`src/rtl/ftdi_fifo_bridge.sv`:
```
// ftdi_fifo_bridge: FT245-style asynchronous FIFO-interface master.
// Buffers FTDI->local traffic in an RX FIFO and local->FTDI traffic in a
// TX FIFO, and alternates fairly between read and write bursts on the pins.
// Optional macro FTDI_INPUT_SYNC_EN: double-flop rxf_n/txe_n and stretch
// the recovery window by the synchroniser latency.
module ftdi_fifo_bridge #(
  parameter int DATA_W         = 8,
  parameter int RX_DEPTH       = 16,
  parameter int TX_DEPTH       = 16,
  parameter int RD_CYCLES      = 2,
  parameter int WR_CYCLES      = 2,
  parameter int RECOVER_CYCLES = 2
) (
  input  logic                          clk,
  input  logic                          rst,
  input  logic                          rxf_n,
  input  logic                          txe_n,
  output logic                          oe_n,
  output logic                          rd_n,
  output logic                          wr_n,
  input  logic [DATA_W-1:0]             ftdi_din,
  output logic [DATA_W-1:0]             ftdi_dout,
  output logic                          ftdi_dout_en,
  input  logic [DATA_W-1:0]             tx_data,
  input  logic                          tx_valid,
  output logic                          tx_ready,
  output logic [DATA_W-1:0]             rx_data,
  output logic                          rx_valid,
  input  logic                          rx_ready,
  output logic [$clog2(RX_DEPTH+1)-1:0] rx_level,
  output logic [$clog2(TX_DEPTH+1)-1:0] tx_level,
  output logic                          rx_overflow
);

  localparam int RXL_W = $clog2(RX_DEPTH + 1);
  localparam int TXL_W = $clog2(TX_DEPTH + 1);
  localparam int RXA_W = $clog2(RX_DEPTH);
  localparam int TXA_W = $clog2(TX_DEPTH);

`ifdef FTDI_INPUT_SYNC_EN
  localparam int SYNC_EXTRA = 2;
`else
  localparam int SYNC_EXTRA = 0;
`endif

  localparam int REC_CYC = RECOVER_CYCLES + SYNC_EXTRA;
  localparam int MAX_A   = (RD_CYCLES > WR_CYCLES) ? RD_CYCLES : WR_CYCLES;
  localparam int MAX_C   = (MAX_A > REC_CYC) ? MAX_A : REC_CYC;
  localparam int CNT_W   = $clog2(MAX_C + 1);

  localparam logic [CNT_W-1:0] RD_LAST  = CNT_W'(RD_CYCLES - 1);
  localparam logic [CNT_W-1:0] WR_LAST  = CNT_W'(WR_CYCLES - 1);
  localparam logic [CNT_W-1:0] REC_LAST = CNT_W'(REC_CYC - 1);
  localparam logic [CNT_W-1:0] CNT_ZERO = {CNT_W{1'b0}};

  localparam logic [RXL_W-1:0] RX_FULL_LVL   = RXL_W'(RX_DEPTH);
  localparam logic [RXL_W-1:0] RX_ALMOST_LVL = RXL_W'(RX_DEPTH - 1);
  localparam logic [TXL_W-1:0] TX_FULL_LVL   = TXL_W'(TX_DEPTH);

  typedef enum logic [2:0] {
    IDLE       = 3'd0,
    RD_OE      = 3'd1,
    RD_STROBE  = 3'd2,
    RD_RECOVER = 3'd3,
    WR_SETUP   = 3'd4,
    WR_STROBE  = 3'd5,
    WR_RECOVER = 3'd6
  } state_e;

  typedef enum logic {
    GRANT_RX = 1'b0,
    GRANT_TX = 1'b1
  } grant_e;

  state_e              state_q, state_d;
  logic [CNT_W-1:0]    cnt_q, cnt_d;
  grant_e              last_grant_q, grant_d;
  logic                oe_n_q, oe_n_d, rd_n_q, rd_n_d, wr_n_q, wr_n_d;
  logic                dout_en_q, dout_en_d;
  logic [DATA_W-1:0]   dout_q, dout_d;
  logic [DATA_W-1:0]   cap_q;
  logic                cap_vld_q;
  logic                overflow_q;
  logic                cap_en_s, tx_pop_s, launch_s;
  logic                rxf_s, txe_s, rx_req_s, tx_req_s, pick_rx_s, pick_tx_s;

  // RX FIFO storage and control
  logic [DATA_W-1:0]   rx_mem_q [RX_DEPTH];
  logic [RXA_W-1:0]    rx_wr_ptr_q, rx_rd_ptr_q;
  logic [RXL_W-1:0]    rx_level_q, rx_level_d;
  logic                rx_full_s, rx_empty_s, rx_pop_s, rx_wr_en_s;

  // TX FIFO storage and control
  logic [DATA_W-1:0]   tx_mem_q [TX_DEPTH];
  logic [TXA_W-1:0]    tx_wr_ptr_q, tx_rd_ptr_q;
  logic [TXL_W-1:0]    tx_level_q, tx_level_d;
  logic                tx_full_s, tx_empty_s, tx_push_s, tx_rd_en_s;

`ifdef FTDI_INPUT_SYNC_EN
  logic [1:0] rxf_sync_q, txe_sync_q;

  // Two-flop synchronisers for the asynchronous FTDI status flags
  always_ff @(posedge clk or posedge rst) begin
    if (rst) begin
      rxf_sync_q <= 2'b11;
      txe_sync_q <= 2'b11;
    end else begin
      rxf_sync_q <= {rxf_sync_q[0], rxf_n};
      txe_sync_q <= {txe_sync_q[0], txe_n};
    end
  end

  assign rxf_s = rxf_sync_q[1];
  assign txe_s = txe_sync_q[1];
`else
  assign rxf_s = rxf_n;
  assign txe_s = txe_n;
`endif

  // FIFO status and handshakes
  assign rx_full_s  = (rx_level_q == RX_FULL_LVL);
  assign rx_empty_s = (rx_level_q == {RXL_W{1'b0}});
  assign rx_pop_s   = rx_ready && !rx_empty_s;
  assign rx_wr_en_s = cap_vld_q && (!rx_full_s || rx_pop_s);
  assign tx_full_s  = (tx_level_q == TX_FULL_LVL);
  assign tx_empty_s = (tx_level_q == {TXL_W{1'b0}});
  assign tx_push_s  = tx_valid && !tx_full_s;
  assign tx_rd_en_s = tx_pop_s && !tx_empty_s;

  // Request qualification; a word still in the capture register already owns a slot
  always_comb begin
    rx_req_s  = 1'b0;
    pick_rx_s = 1'b0;
    pick_tx_s = 1'b0;
    if (cap_vld_q) begin
      rx_req_s = !rxf_s && (rx_level_q < RX_ALMOST_LVL);
    end else begin
      rx_req_s = !rxf_s && (rx_level_q < RX_FULL_LVL);
    end
    tx_req_s = !txe_s && !tx_empty_s;
    if (rx_req_s && (!tx_req_s || (last_grant_q == GRANT_TX))) begin
      pick_rx_s = 1'b1;
    end else begin
      pick_tx_s = tx_req_s;
    end
  end

  // Next-state logic for the pin sequencer
  always_comb begin
    state_d  = state_q;
    cnt_d    = cnt_q;
    grant_d  = last_grant_q;
    tx_pop_s = 1'b0;
    cap_en_s = 1'b0;
    launch_s = 1'b0;
    case (state_q)
      IDLE: launch_s = 1'b1;
      RD_OE: begin
        state_d = RD_STROBE;
        cnt_d   = CNT_ZERO;
      end
      RD_STROBE: begin
        if (cnt_q == RD_LAST) begin
          cap_en_s = 1'b1;
          state_d  = RD_RECOVER;
          cnt_d    = CNT_ZERO;
        end else begin
          cnt_d = cnt_q + CNT_W'(1);
        end
      end
      RD_RECOVER: begin
        if (cnt_q == REC_LAST) begin
          launch_s = 1'b1;
        end else begin
          cnt_d = cnt_q + CNT_W'(1);
        end
      end
      WR_SETUP: begin
        state_d = WR_STROBE;
        cnt_d   = CNT_ZERO;
      end
      WR_STROBE: begin
        if (cnt_q == WR_LAST) begin
          state_d = WR_RECOVER;
          cnt_d   = CNT_ZERO;
        end else begin
          cnt_d = cnt_q + CNT_W'(1);
        end
      end
      WR_RECOVER: begin
        if (cnt_q != REC_LAST) begin
          cnt_d = cnt_q + CNT_W'(1);
        end else if ((REC_CYC == 1) && pick_rx_s) begin
          // a one-clock recovery leaves no idle gap before oe_n, so pass through IDLE
          state_d = IDLE;
          cnt_d   = CNT_ZERO;
        end else begin
          launch_s = 1'b1;
        end
      end
      default: begin
        state_d = IDLE;
        cnt_d   = CNT_ZERO;
      end
    endcase
    if (launch_s) begin
      cnt_d = CNT_ZERO;
      if (pick_rx_s) begin
        state_d = RD_OE;
        grant_d = GRANT_RX;
      end else if (pick_tx_s) begin
        state_d  = WR_SETUP;
        grant_d  = GRANT_TX;
        tx_pop_s = 1'b1;
      end else begin
        state_d = IDLE;
      end
    end else begin
      tx_pop_s = 1'b0;
    end
  end

  // Pin decode from the upcoming state so strobes leave flops directly
  always_comb begin
    oe_n_d    = 1'b1;
    rd_n_d    = 1'b1;
    wr_n_d    = 1'b1;
    dout_en_d = 1'b0;
    case (state_d)
      RD_OE:      oe_n_d = 1'b0;
      RD_STROBE: begin
        oe_n_d = 1'b0;
        rd_n_d = 1'b0;
      end
      WR_SETUP:   dout_en_d = 1'b1;
      WR_STROBE: begin
        dout_en_d = 1'b1;
        wr_n_d    = 1'b0;
      end
      WR_RECOVER: dout_en_d = (cnt_d == CNT_ZERO);
      default:    dout_en_d = 1'b0;
    endcase
    if (tx_pop_s) begin
      dout_d = tx_mem_q[tx_rd_ptr_q];
    end else begin
      dout_d = dout_q;
    end
  end

  // Sequencer state, pin registers, capture register and overflow flag
  always_ff @(posedge clk or posedge rst) begin
    if (rst) begin
      state_q      <= IDLE;
      cnt_q        <= CNT_ZERO;
      last_grant_q <= GRANT_TX;
      oe_n_q       <= 1'b1;
      rd_n_q       <= 1'b1;
      wr_n_q       <= 1'b1;
      dout_en_q    <= 1'b0;
      dout_q       <= {DATA_W{1'b0}};
      cap_q        <= {DATA_W{1'b0}};
      cap_vld_q    <= 1'b0;
      overflow_q   <= 1'b0;
    end else begin
      state_q      <= state_d;
      cnt_q        <= cnt_d;
      last_grant_q <= grant_d;
      oe_n_q       <= oe_n_d;
      rd_n_q       <= rd_n_d;
      wr_n_q       <= wr_n_d;
      dout_en_q    <= dout_en_d;
      dout_q       <= dout_d;
      cap_vld_q    <= cap_en_s;
      if (cap_en_s) begin
        cap_q <= ftdi_din;
      end
      if (cap_vld_q && rx_full_s && !rx_pop_s) begin
        overflow_q <= 1'b1;
      end
    end
  end

  // Occupancy next-state for both FIFOs
  always_comb begin
    rx_level_d = rx_level_q;
    tx_level_d = tx_level_q;
    case ({rx_wr_en_s, rx_pop_s})
      2'b10:   rx_level_d = rx_level_q + RXL_W'(1);
      2'b01:   rx_level_d = rx_level_q - RXL_W'(1);
      default: rx_level_d = rx_level_q;
    endcase
    case ({tx_push_s, tx_rd_en_s})
      2'b10:   tx_level_d = tx_level_q + TXL_W'(1);
      2'b01:   tx_level_d = tx_level_q - TXL_W'(1);
      default: tx_level_d = tx_level_q;
    endcase
  end

  // FIFO pointers and levels; pointers wrap naturally at the power-of-two depth
  always_ff @(posedge clk or posedge rst) begin
    if (rst) begin
      rx_wr_ptr_q <= {RXA_W{1'b0}};
      rx_rd_ptr_q <= {RXA_W{1'b0}};
      rx_level_q  <= {RXL_W{1'b0}};
      tx_wr_ptr_q <= {TXA_W{1'b0}};
      tx_rd_ptr_q <= {TXA_W{1'b0}};
      tx_level_q  <= {TXL_W{1'b0}};
    end else begin
      rx_level_q <= rx_level_d;
      tx_level_q <= tx_level_d;
      if (rx_wr_en_s) begin
        rx_wr_ptr_q <= rx_wr_ptr_q + RXA_W'(1);
      end
      if (rx_pop_s) begin
        rx_rd_ptr_q <= rx_rd_ptr_q + RXA_W'(1);
      end
      if (tx_push_s) begin
        tx_wr_ptr_q <= tx_wr_ptr_q + TXA_W'(1);
      end
      if (tx_rd_en_s) begin
        tx_rd_ptr_q <= tx_rd_ptr_q + TXA_W'(1);
      end
    end
  end

  // FIFO data arrays
  always_ff @(posedge clk) begin
    if (rx_wr_en_s) begin
      rx_mem_q[rx_wr_ptr_q] <= cap_q;
    end
    if (tx_push_s) begin
      tx_mem_q[tx_wr_ptr_q] <= tx_data;
    end
  end

  assign oe_n         = oe_n_q;
  assign rd_n         = rd_n_q;
  assign wr_n         = wr_n_q;
  assign ftdi_dout    = dout_q;
  assign ftdi_dout_en = dout_en_q;
  assign tx_ready     = !tx_full_s;
  assign tx_level     = tx_level_q;
  assign rx_valid     = !rx_empty_s;
  assign rx_data      = rx_mem_q[rx_rd_ptr_q];
  assign rx_level     = rx_level_q;
  assign rx_overflow  = overflow_q;

endmodule

```
`config.mk`:
```
export PLATFORM = sky130hd
export DESIGN_NAME = ftdi_fifo_bridge
export DESIGN_NICKNAME = d
export VERILOG_FILES = /design/src/rtl/ftdi_fifo_bridge.sv
export SDC_FILE = /design/constraint.sdc
export NUM_CORES = 1
export LEC_CHECK = 0
export CELL_PAD_IN_SITES_DETAIL_PLACEMENT = 1
export CELL_PAD_IN_SITES_GLOBAL_PLACEMENT = 2
export CORE_ASPECT_RATIO = 1.2
export CORE_MARGIN = 4
export CORE_UTILIZATION = 46
export DETAILED_ROUTE_END_ITERATION = 8
export PLACE_DENSITY = 0.88
export SYNTH_ARGS = -nofsm -noshare
export SYNTH_HDL_FRONTEND = slang
export SYNTH_SLANG_ARGS = --single-unit
```
`constraint.sdc`:
```
create_clock -name clk -period 3.85 [get_ports clk]
set_clock_uncertainty 0.1 [all_clocks]
set_input_delay 0.5775 -clock clk [delete_from_list [all_inputs] [get_ports clk]]
set_output_delay 0.5775 -clock clk [all_outputs]
set_load 0.02 [all_outputs]
```
== Word-level counts from Yosys, hierarchy flattened ==
Memory sizes are Yosys's and may differ from the RTL's. A register that Yosys moved wholly into a read port is not among the register bits.
Index checks and enable logic that the tools add are counted.
Storage, ports and cells
  memory bits (writable): 256
  memories: 2
  flip-flop bits (word level): 46
Cells by class
  magnitude comparators: 2
  multiplexer cells: 33
  equal/unequal tests: 19
  add/subtract/negate cells: 9
  reductions and logical operators: 32
Memories
  rx_mem_q: words 16, bits a word 8, rd ports 1, clocked after Yosys merged registers in 0, wr ports 1, line 88  | logic [DATA_W-1:0] rx_mem_q [RX_DEPTH];
  tx_mem_q: words 16, bits a word 8, rd ports 1, clocked after Yosys merged registers in 1, wr ports 1, line 94  | logic [DATA_W-1:0] tx_mem_q [TX_DEPTH];
Operators by type and width (number)
  5-bit one-hot mux with 2 select lines: 2
  3-bit == test (second input constant): 6
  1-bit two-way mux: 18
  4-bit by 1-bit adder with 4-bit output (second input constant): 4
  3-bit two-way mux: 5
  3-bit one-hot mux with 5 select lines: 1
  5-bit by 1-bit adder with 5-bit output (second input constant): 2
  5-bit == test (second input constant): 2
  1-bit logical AND: 10
  5-bit zero test: 2
  5-bit by 1-bit subtractor with 5-bit output (second input constant): 2
  3-bit by 2-bit == test with 1-bit output (second input constant): 3
  1-bit zero test: 8
  2-bit two-way mux: 4
  2-bit one-hot mux with 4 select lines: 1
  2-bit by 1-bit == test with 1-bit output (second input constant): 3
  3-bit by 1-bit == test with 1-bit output (second input constant): 2
  2-bit nonzero test: 3
  2-bit OR reduction: 3
  5-bit by 4-bit < comparator with 1-bit output (second input constant): 1
  5-bit < comparator (second input constant): 1
  2-bit == test (second input constant): 2
  3-bit zero test: 1
  1-bit one-hot mux with 3 select lines: 1
  7 further kinds: 8

== Longest topological paths before layout ==
Gate-level depths: netlist of run 1.
  word-level depth: 13
  gate-level depth with buffers: 13
  mapped depth without buffers: 12

== Worst setup path after synthesis of run 1 ==
Ideal clock, no wire load.
  kind: reg2reg
  start: reg rx_level_q[0], in the netlist rx_level[0]
  end: reg rx_level_q[4], in the netlist rx_level[4]
  cell stages (with the launch flop): 14
  setup time: 80 ps
  clock period less this slack: 3262 ps
  arrival: 3083 ps
  data required time: 3670 ps
  slack: 588 ps
  cells stage by stage: dfrtp_1 -> or4_1 -> or3b_1 -> and2_1 -> buf_6 -> inv_2 -> ha_1 -> inv_1 -> fa_1 -> nor2b_1 -> o21ai_0 -> and3_1 -> nor3_1 -> xor2_1
On the way
  word-level cells in the longest chain between the ends: 7
Ends and longest elaborated chain
  start: declaration: line 90  | logic [RXL_W-1:0] rx_level_q, rx_level_d;
  start signal: assignment: line 304  | rx_level_q <= {RXL_W{1'b0}};
  start signal: assignment: line 309  | rx_level_q <= rx_level_d;
  5-bit zero test: line 122  | assign rx_empty_s = (rx_level_q == {RXL_W{1'b0}});
  1-bit zero test: line 123  | assign rx_pop_s = rx_ready && !rx_empty_s;
  1-bit logical AND: line 123
  1-bit logical OR: line 124  | assign rx_wr_en_s = cap_vld_q && (!rx_full_s || rx_pop_s);
  1-bit logical AND: line 124
  2-bit by 1-bit == test with 1-bit output or 2-bit == test (tied branches): line 287  | case ({rx_wr_en_s, rx_pop_s})
  5-bit one-hot mux with 2 select lines or 2-bit nonzero test (tied branches)
Several ways; a longest one is shown, not always the timed one.
A chain may end at the register's enable or synchronous reset.

== Worst setup path in the final report of run 1 ==
  start: reg rx_rd_ptr_q[0]
  end: out rx_data[0]
On the way
  word-level cells in the longest chain between the ends: 1
Ends and longest elaborated chain
  start: declaration: line 89  | logic [RXA_W-1:0] rx_wr_ptr_q, rx_rd_ptr_q;
  start signal: assignment: line 303  | rx_rd_ptr_q <= {RXA_W{1'b0}};
  start signal: assignment: line 315  | rx_rd_ptr_q <= rx_rd_ptr_q + RXA_W'(1);
  memory 16 x 8 bit
  end: declaration: line 27  | output logic [DATA_W-1:0] rx_data,
Every way passes these cells.

==> results of run 1 <==
[stage by stage]
step | util (%) | hold WS (ps) | total power, mW | setup slack (ps)
after global routing | 54.31 | 416.4 | 11.90 | 127.6
after CTS | 54.31 | 410.0 | 11.44 | 264.5
after detailed placement | 50.51 | 399.4 | 8.441 | 307.7
after floorplan | - | 384.7 | 7.093 | 587.5
after global placement | 50.51 | 389.6 | 8.213 | 378.3
final | 54.31 | 392.2 | 11.29 | 320.6
[state kept, by name, summed over array words and instances (netlist names), 2 cells and up]
register and cells:
tx_rd_ptr_q 4, tx_wr_ptr_q 4, rx_wr_ptr_q 4, rx_rd_ptr_q 4, tx_level 5, rx_level 5
rx_mem_q 128, tx_mem_q 128, state_q 3, cap_q 8, ftdi_dout 8, cnt_q 2
[cells in the mapped netlist, types with 2 or more instances]
cell         n
nor2_1      28
nor3_1       8
and2_1      15
mux2_2       9
fa_1         2
a22oi_1      7
inv_1       19
xor2_1       7
nand2_1     36
xnor2_1     14
o21bai_1     2
and3_1       6
o21ai_0     15
dfstp_2      4
nand4_1      3
clkbuf_1    19
o21a_1       2
nand2b_1     4
a21oi_1     13
a2bb2oi_1    7
buf_2        9
mux2i_1     18
a31oi_1      7
buf_1        7
dfrtp_1     50
mux4_2      65
nand3_1      2
ha_1        18
nor2b_1      6
o22ai_1      2
edfxtp_1   256
a21o_1       3
[cells in the final DEF, fill, tap and decap left out, types with 3 or more instances in the layout]
| cell | count |
|---|---|
| mux2i_1 | 18 |
| nand4_1 | 3 |
| a21o_1 | 3 |
| a22oi_1 | 7 |
| o21ai_0 | 15 |
| clkbuf_16 | 31 |
| a2bb2oi_1 | 7 |
| dfstp_2 | 4 |
| clkinv_1 | 3 |
| mux2_2 | 9 |
| dfrtp_1 | 48 |
| xnor2_1 | 14 |
| clkdlybuf4s50_1 | 54 |
| nor2_1 | 28 |
| nand2_1 | 36 |
| inv_1 | 18 |
| a31oi_1 | 7 |
| edfxtp_1 | 256 |
| nand2b_1 | 4 |
| clkbuf_1 | 4 |
| and2_1 | 15 |
| mux4_2 | 65 |
| buf_4 | 13 |
| ha_1 | 18 |
| and3_1 | 6 |
| nor2b_1 | 6 |
| clkinv_2 | 10 |
| bufinv_16 | 4 |
| nor3_1 | 8 |
| xor2_1 | 7 |
| a21oi_1 | 13 |
[routing by layer]
layer | vias to the layer above | wire length [microns] | part of all wire [%]
met5 | - | 0 | 0
met4 | 0 | 708 | 2.6
met3 | 38 | 1190 | 4.3
met2 | 133 | 15380 | 56
met1 | 3273 | 10200 | 37
li1 | 2786 | - | -
[layout make-up]
| cell class | instances | area [sq um] |
|---|---|---|
| Fill cell | 2367 | 12110 |
| Sequential cell | 310 | 9046 |
| Multi-Input combinational cell | 315 | 3194 |
| Clock buffer | 35 | 790.8 |
| Timing Repair Buffer | 68 | 658.1 |
| Tap cell | 335 | 419.2 |
| Clock inverter | 21 | 215.2 |
| Inverter | 20 | 75.07 |
[cells by family after synthesis]
kind of cell    count (synthesis)  synth area share, %
flops                         310                72.54
fa+ha+maj                      20                2.128
simple gates                  120                4.818
mux                            93                14.09
xor+xnor                       21                1.475
buf+inv                        56                1.837
compound gates                 61                3.111
[where the power goes]
group	switching, mW	total [mW]	internal [mW]
Sequential	0.711	5.00	4.29
Clock	1.23	2.97	1.74
Combinational	1.66	3.32	1.66
Total	3.60	11.3	7.69
[critical path: cells and delay by family (launching register included)]
kind     cells  cell delay (ps)
buf+inv      2              850
mux          2             1060
flops        1              390
[path summary, 6_finish.rpt]
check                          startpoint              to
hold / removal                        rst     tx_level[4]
hold reg to reg            rx_rd_ptr_q[0]  rx_rd_ptr_q[0]
setup reg to reg              rx_level[1]     rx_level[4]
max in group asynchronous             rst            oe_n
setup / recovery           rx_rd_ptr_q[0]      rx_data[0]
min in group clk           rx_rd_ptr_q[0]  rx_rd_ptr_q[0]
==> qor.yml, run 1 <==
yosys:
  synthesis.area_sq_um: 12470
  synth.area.top_cells: "edfxtp_1, mux4_2, dfrtp_1, ha_1, mux2i_1"
  synth.avg_cell_area_sq_um: 18.31
  synth_top_area_share_pct: 61.66
  synth_nets: 723
  synth.largest_area_cell: "edfxtp_1"
  ys_seq_elements: 310
  yosys_warnings: 0
  synthCells: 681
  synthArstFlopShare_pct: 17.42
  synth_edf_count: 256
  ys_seq_area_share_pct: 72.54
  ys_types: 50
  synth_flop_cell: "edfxtp_1"
final_layout:
  area_growth_pct: 15.50
  diodes: 0
  final_cell_area_sq_um: 14400
  layout.nets: 788
  stdcell_count: 1104
  drive_above_1_share_pct: 19.12
routing:
  routedWlPerCell_microns: 24.89
  drt-total-wl_mm: 27.48
  firstDrtPassIters: 4
  drc: 0
  drt_iter0_markers: 321
  via_per_inst: 5.643
  drtAntennaViolNets: 0
  num_vias: 6230
clock_tree:
  numClockSinks: 310
  cts_root_buffer: "clkbuf_16"
  clock_latency_ps: 550
  cts_resized: 0
  clockBufferDepth: 3
  cts_setup_buffers: 0
  holdBufCountCts: 0
  cts_tree: "built"
  numCtsBuffers: 31
  path_clk_slew_ps: 60
  htree_levels: 1
power_and_ir_drop:
  p_per_area_nw_per_um2: 784.0
  p_leak_nw: 4.955
  peakVddDrop_v: 0.0005233
place:
  dp_hpwl_mm: 19.19
  io_buffer_count: 54
  dp.cells: 1048
  routabilityCongestion: 0.7606
  placed_area_sq_um: 13390
setup_path:
  worstSetupEndpointType: "output pin"
  path_max_fanout: 34
  arrival_ps: 2850
  max_stage_delay_ps: 580
  path_class: "flop to output pin"
  rr_worst_depth: 12
  path_cells: "buf_12, mux4_2, mux4_2, clkdlybuf4s50_1"
  cpMaxStageDelayCell: "mux4_2"
  cpMostUsedCell: "mux4_2"
  required_ps: 3170
  cp-start-kind: "flop"
  r2r_setup_slack_ps: 400
sta:
  tns_ps: 0
  hold_viol: 0
  slew_headroom_pct: 35.68
  setup_viol_count_final: 0
  period_minus_slack_ps: 3529
  slew_violations: 0
  max_slew.worst_pin.slew_ps: 961.2
  rsz0062_at_grt: "no"
  min_period_over_period_pct: 91.67
  clock.fmax_ghz: 0.2833
floorplanning:
  ioPinCount: 55
  die_area_sq_um: 29810
  start_util_pct: 47.02
  fp.dieW_microns: 158.3
  die_h_microns: 188.3
  core_sq_um: 26510
  fp-row-count: 65
worst_hold_path:
  hp-class: "primary input to async pin"
global_route:
  grt_util_all_layers_pct: 18.99
  grtUsageMet3_pct: 3.170
  grt_pass1_wl_mm: 42.92
  grt-ovfl-total: 0
  use_met1_pct: 22.47
  antenna_found_initial: 0
  grt_pass1_vias: 7183
  grt_max_degree: 35
  grt.busiest_layer: "met2"
  use_met2_pct: 35.29
flow_run:
  maxCapViolCount: 0
run_status:
  outcome: "finished, final reports clean"
(Power assumes the default switching activity.)
==> inputs of run 2 (changes only) <==
- GPL_ROUTABILITY_DRIVEN: unset -> 1
- PLACE_DENSITY: 0.88 -> 0.84
==> run 2 against run 1 <==
Compared with the run above:
- fmax down 4.4%
- flip-flop and latch count unchanged
- sequential share of layout area up 0.11 points
- combinational power about the same
- largest cell class unchanged
==> qor.yml, run 2 (synthesis gave the netlist of run 1 again) <==
clock_tree:
  cts_tree: "built"
  clock_latency_ps: 550  # about the same
  numClockSinks: 310  # unchanged
  holdBufCountCts: 0  # unchanged
  cts_setup_buffers: 0  # unchanged
  cts_resized: 0  # unchanged
  cts_root_buffer: "clkbuf_16"
  numCtsBuffers: 31  # unchanged
  clockBufferDepth: 3  # unchanged
  path_clk_slew_ps: 60  # about the same
  htree_levels: 1  # unchanged
sta:
  slew_violations: 0  # unchanged
  max_slew.worst_pin.slew_ps: 1054  # +92.58 ps
  hold_viol: 0  # unchanged
  worst_slack_ps: 156.6  # -164.0 ps
  tns_ps: 0  # unchanged
  slew_headroom_pct: 29.75  # -5.9 points
  clock.fmax_ghz: 0.2708  # -4.4%
  setup_viol_count_final: 0  # unchanged
  period_minus_slack_ps: 3693  # +164.0 ps
  min_period_over_period_pct: 95.93  # +4.3 points
  rsz0062_at_grt: "no"
floorplanning:
  ioPinCount: 55  # unchanged
  fp.dieW_microns: 158.3  # unchanged
  die_area_sq_um: 29810  # unchanged
  fp-row-count: 65  # unchanged
  core_sq_um: 26510  # unchanged
  die_h_microns: 188.3  # unchanged
  start_util_pct: 47.02  # unchanged
routing:
  drt_iter0_markers: 410  # +28%
  via_per_inst: 5.660  # +0.30%
  drtAntennaViolNets: 0  # unchanged
  firstDrtPassIters: 6  # +2
  num_vias: 6249  # +0.30%
  drt-total-wl_mm: 26.93  # -2.0%
  drc: 0  # unchanged
  routedWlPerCell_microns: 24.40  # -2.0%
setup_path:
  cp-start-kind: "flop"
  worstSetupEndpointType: "output pin"
  path_class: "flop to output pin"
  cp_num_buf_inv: 2  # unchanged
  cpMostUsedCell: "mux4_2"
  max_stage_delay_ps: 560  # -20 ps
  required_ps: 3170  # about the same
  cp_top_family: "multiplexers"
  path_max_fanout: 25  # -26%
  arrival_ps: 3020  # +170 ps
  cpMaxStageDelayCell: "dfrtp_4"
  path_cells: "buf_12, mux4_2, mux4_2, clkdlybuf4s50_1"
power_and_ir_drop:
  peakVddDrop_v: 0.0004237  # -19%
  p_leak_nw: 4.935  # -0.41%
  p_total_mw: 11.18  # -0.94%
  p_per_area_nw_per_um2: 777.8  # -0.79%
place:
  place_ws_ps: 232.2  # -75.43 ps
  dp.cells: 1047  # -0.095%
  routabilityCongestion: 0.7862  # +3.4%
  io_buffer_count: 54  # unchanged
  dp_hpwl_mm: 18.68  # -2.7%
final_layout:
  diodes: 0  # unchanged
  drive_above_1_share_pct: 18.86  # -0.26 points
  layout.nets: 787  # -0.13%
  stdcell_count: 1104  # unchanged
  layout_commonest_cell: "edfxtp_1"
  mostFrequentLayoutCells: "edfxtp_1, mux4_2, clkdlybuf4s50_1, dfrtp_1, nand2_1"
  reg.largest.list: "rx_mem_q (128), tx_mem_q (128)"
  area_growth_pct: 15.32
  utilization_pct: 54.23  # -0.080 points
global_route:
  grt_max_degree: 45  # +29%
  grt-ovfl-total: 0  # unchanged
  grt_pass1_vias: 7078  # -1.5%
  grt_util_all_layers_pct: 18.55  # -0.44 points
  antenna_found_initial: 0  # unchanged
  grt_pass1_wl_mm: 42.13  # -1.8%
run_status:
  outcome: "finished, final reports clean"
worst_hold_path:
  hp-class: "flop to flop"
flow_run:
  maxCapViolCount: 0  # unchanged
-- run 2: cell types whose count changed in the layout (fill, tap and decap cells not counted), moves of 2 or more --
cell,delta
clkbuf_8,+7
clkbuf_1,+5
clkinv_2,-4
bufinv_16,-3
clkinv_1,-3
inv_6,-2
-- run 2: cell type report --
cell class	count	area, sq um
Tap cell	335	419.2
Clock buffer	47	905.9
Inverter	20	75.07
Clock inverter	10	83.83
Sequential cell	310	9049
Multi-Input combinational cell	315	3194
Fill cell	2403	12140
Timing Repair Buffer	67	650.6
-- run 2: worst min-delay path, stage by stage (launching register included) --
cell and delay [ps]:
dfrtp_1 350, nand2_1 50, o21ai_0 60
-- run 2: worst paths after layout --
check | to | cells past startpoint | slack [ps] | from
worst min-delay path | ftdi_dout[5] | 2 | 400 | ftdi_dout[5]
min in group asynchronous | ftdi_dout[7] | 2 | 500 | rst
worst min register to register | ftdi_dout[5] | 2 | 400 | ftdi_dout[5]
worst max register to register | rx_level[4] | 12 | 380 | rx_level[1]
worst max-delay path | rx_data[7] | 4 | 160 | rx_rd_ptr_q[0]
max in group asynchronous | rx_wr_ptr_q[2] | 3 | 2360 | rst
-- run 2: report_power, final --
group	total [mW]	switching [mW]	leakage [nW]	internal (mW)
combinational	3.29	1.63	1.49	1.66
sequential	5.00	0.712	2.96	4.29
clock	2.89	1.21	0.485	1.68
-- run 2: stage by stage --
stage / area, sq um / hold slack, ps
global placement: 13390 / 397.3
finish: 14380 / 395.0
CTS: 14380 / 411.2
global route: 14380 / 432.7
detailed placement: 13390 / 399.5
floorplan: 12470 / 384.7
-- run 2: layer usage --
layer	up-vias	wire, microns	part of all wire, %	GRT usage (%)
met5	-	0	0	0
met3	55	1075	4.0	2.527
met2	159	14740	55	33.64
met4	0	1113	4.1	7.450
met1	3259	10000	37	22.04
li1	2776	-	-	-
==> inputs of run 3 (changes only) <==
- GPL_ROUTABILITY_DRIVEN: 1 -> unset
- SLEW_MARGIN: unset -> 10
- TNS_END_PERCENT: unset -> 1
==> results of run 3 <==
Same layout as run 2: the final DEF is identical, and so are final timing and power.
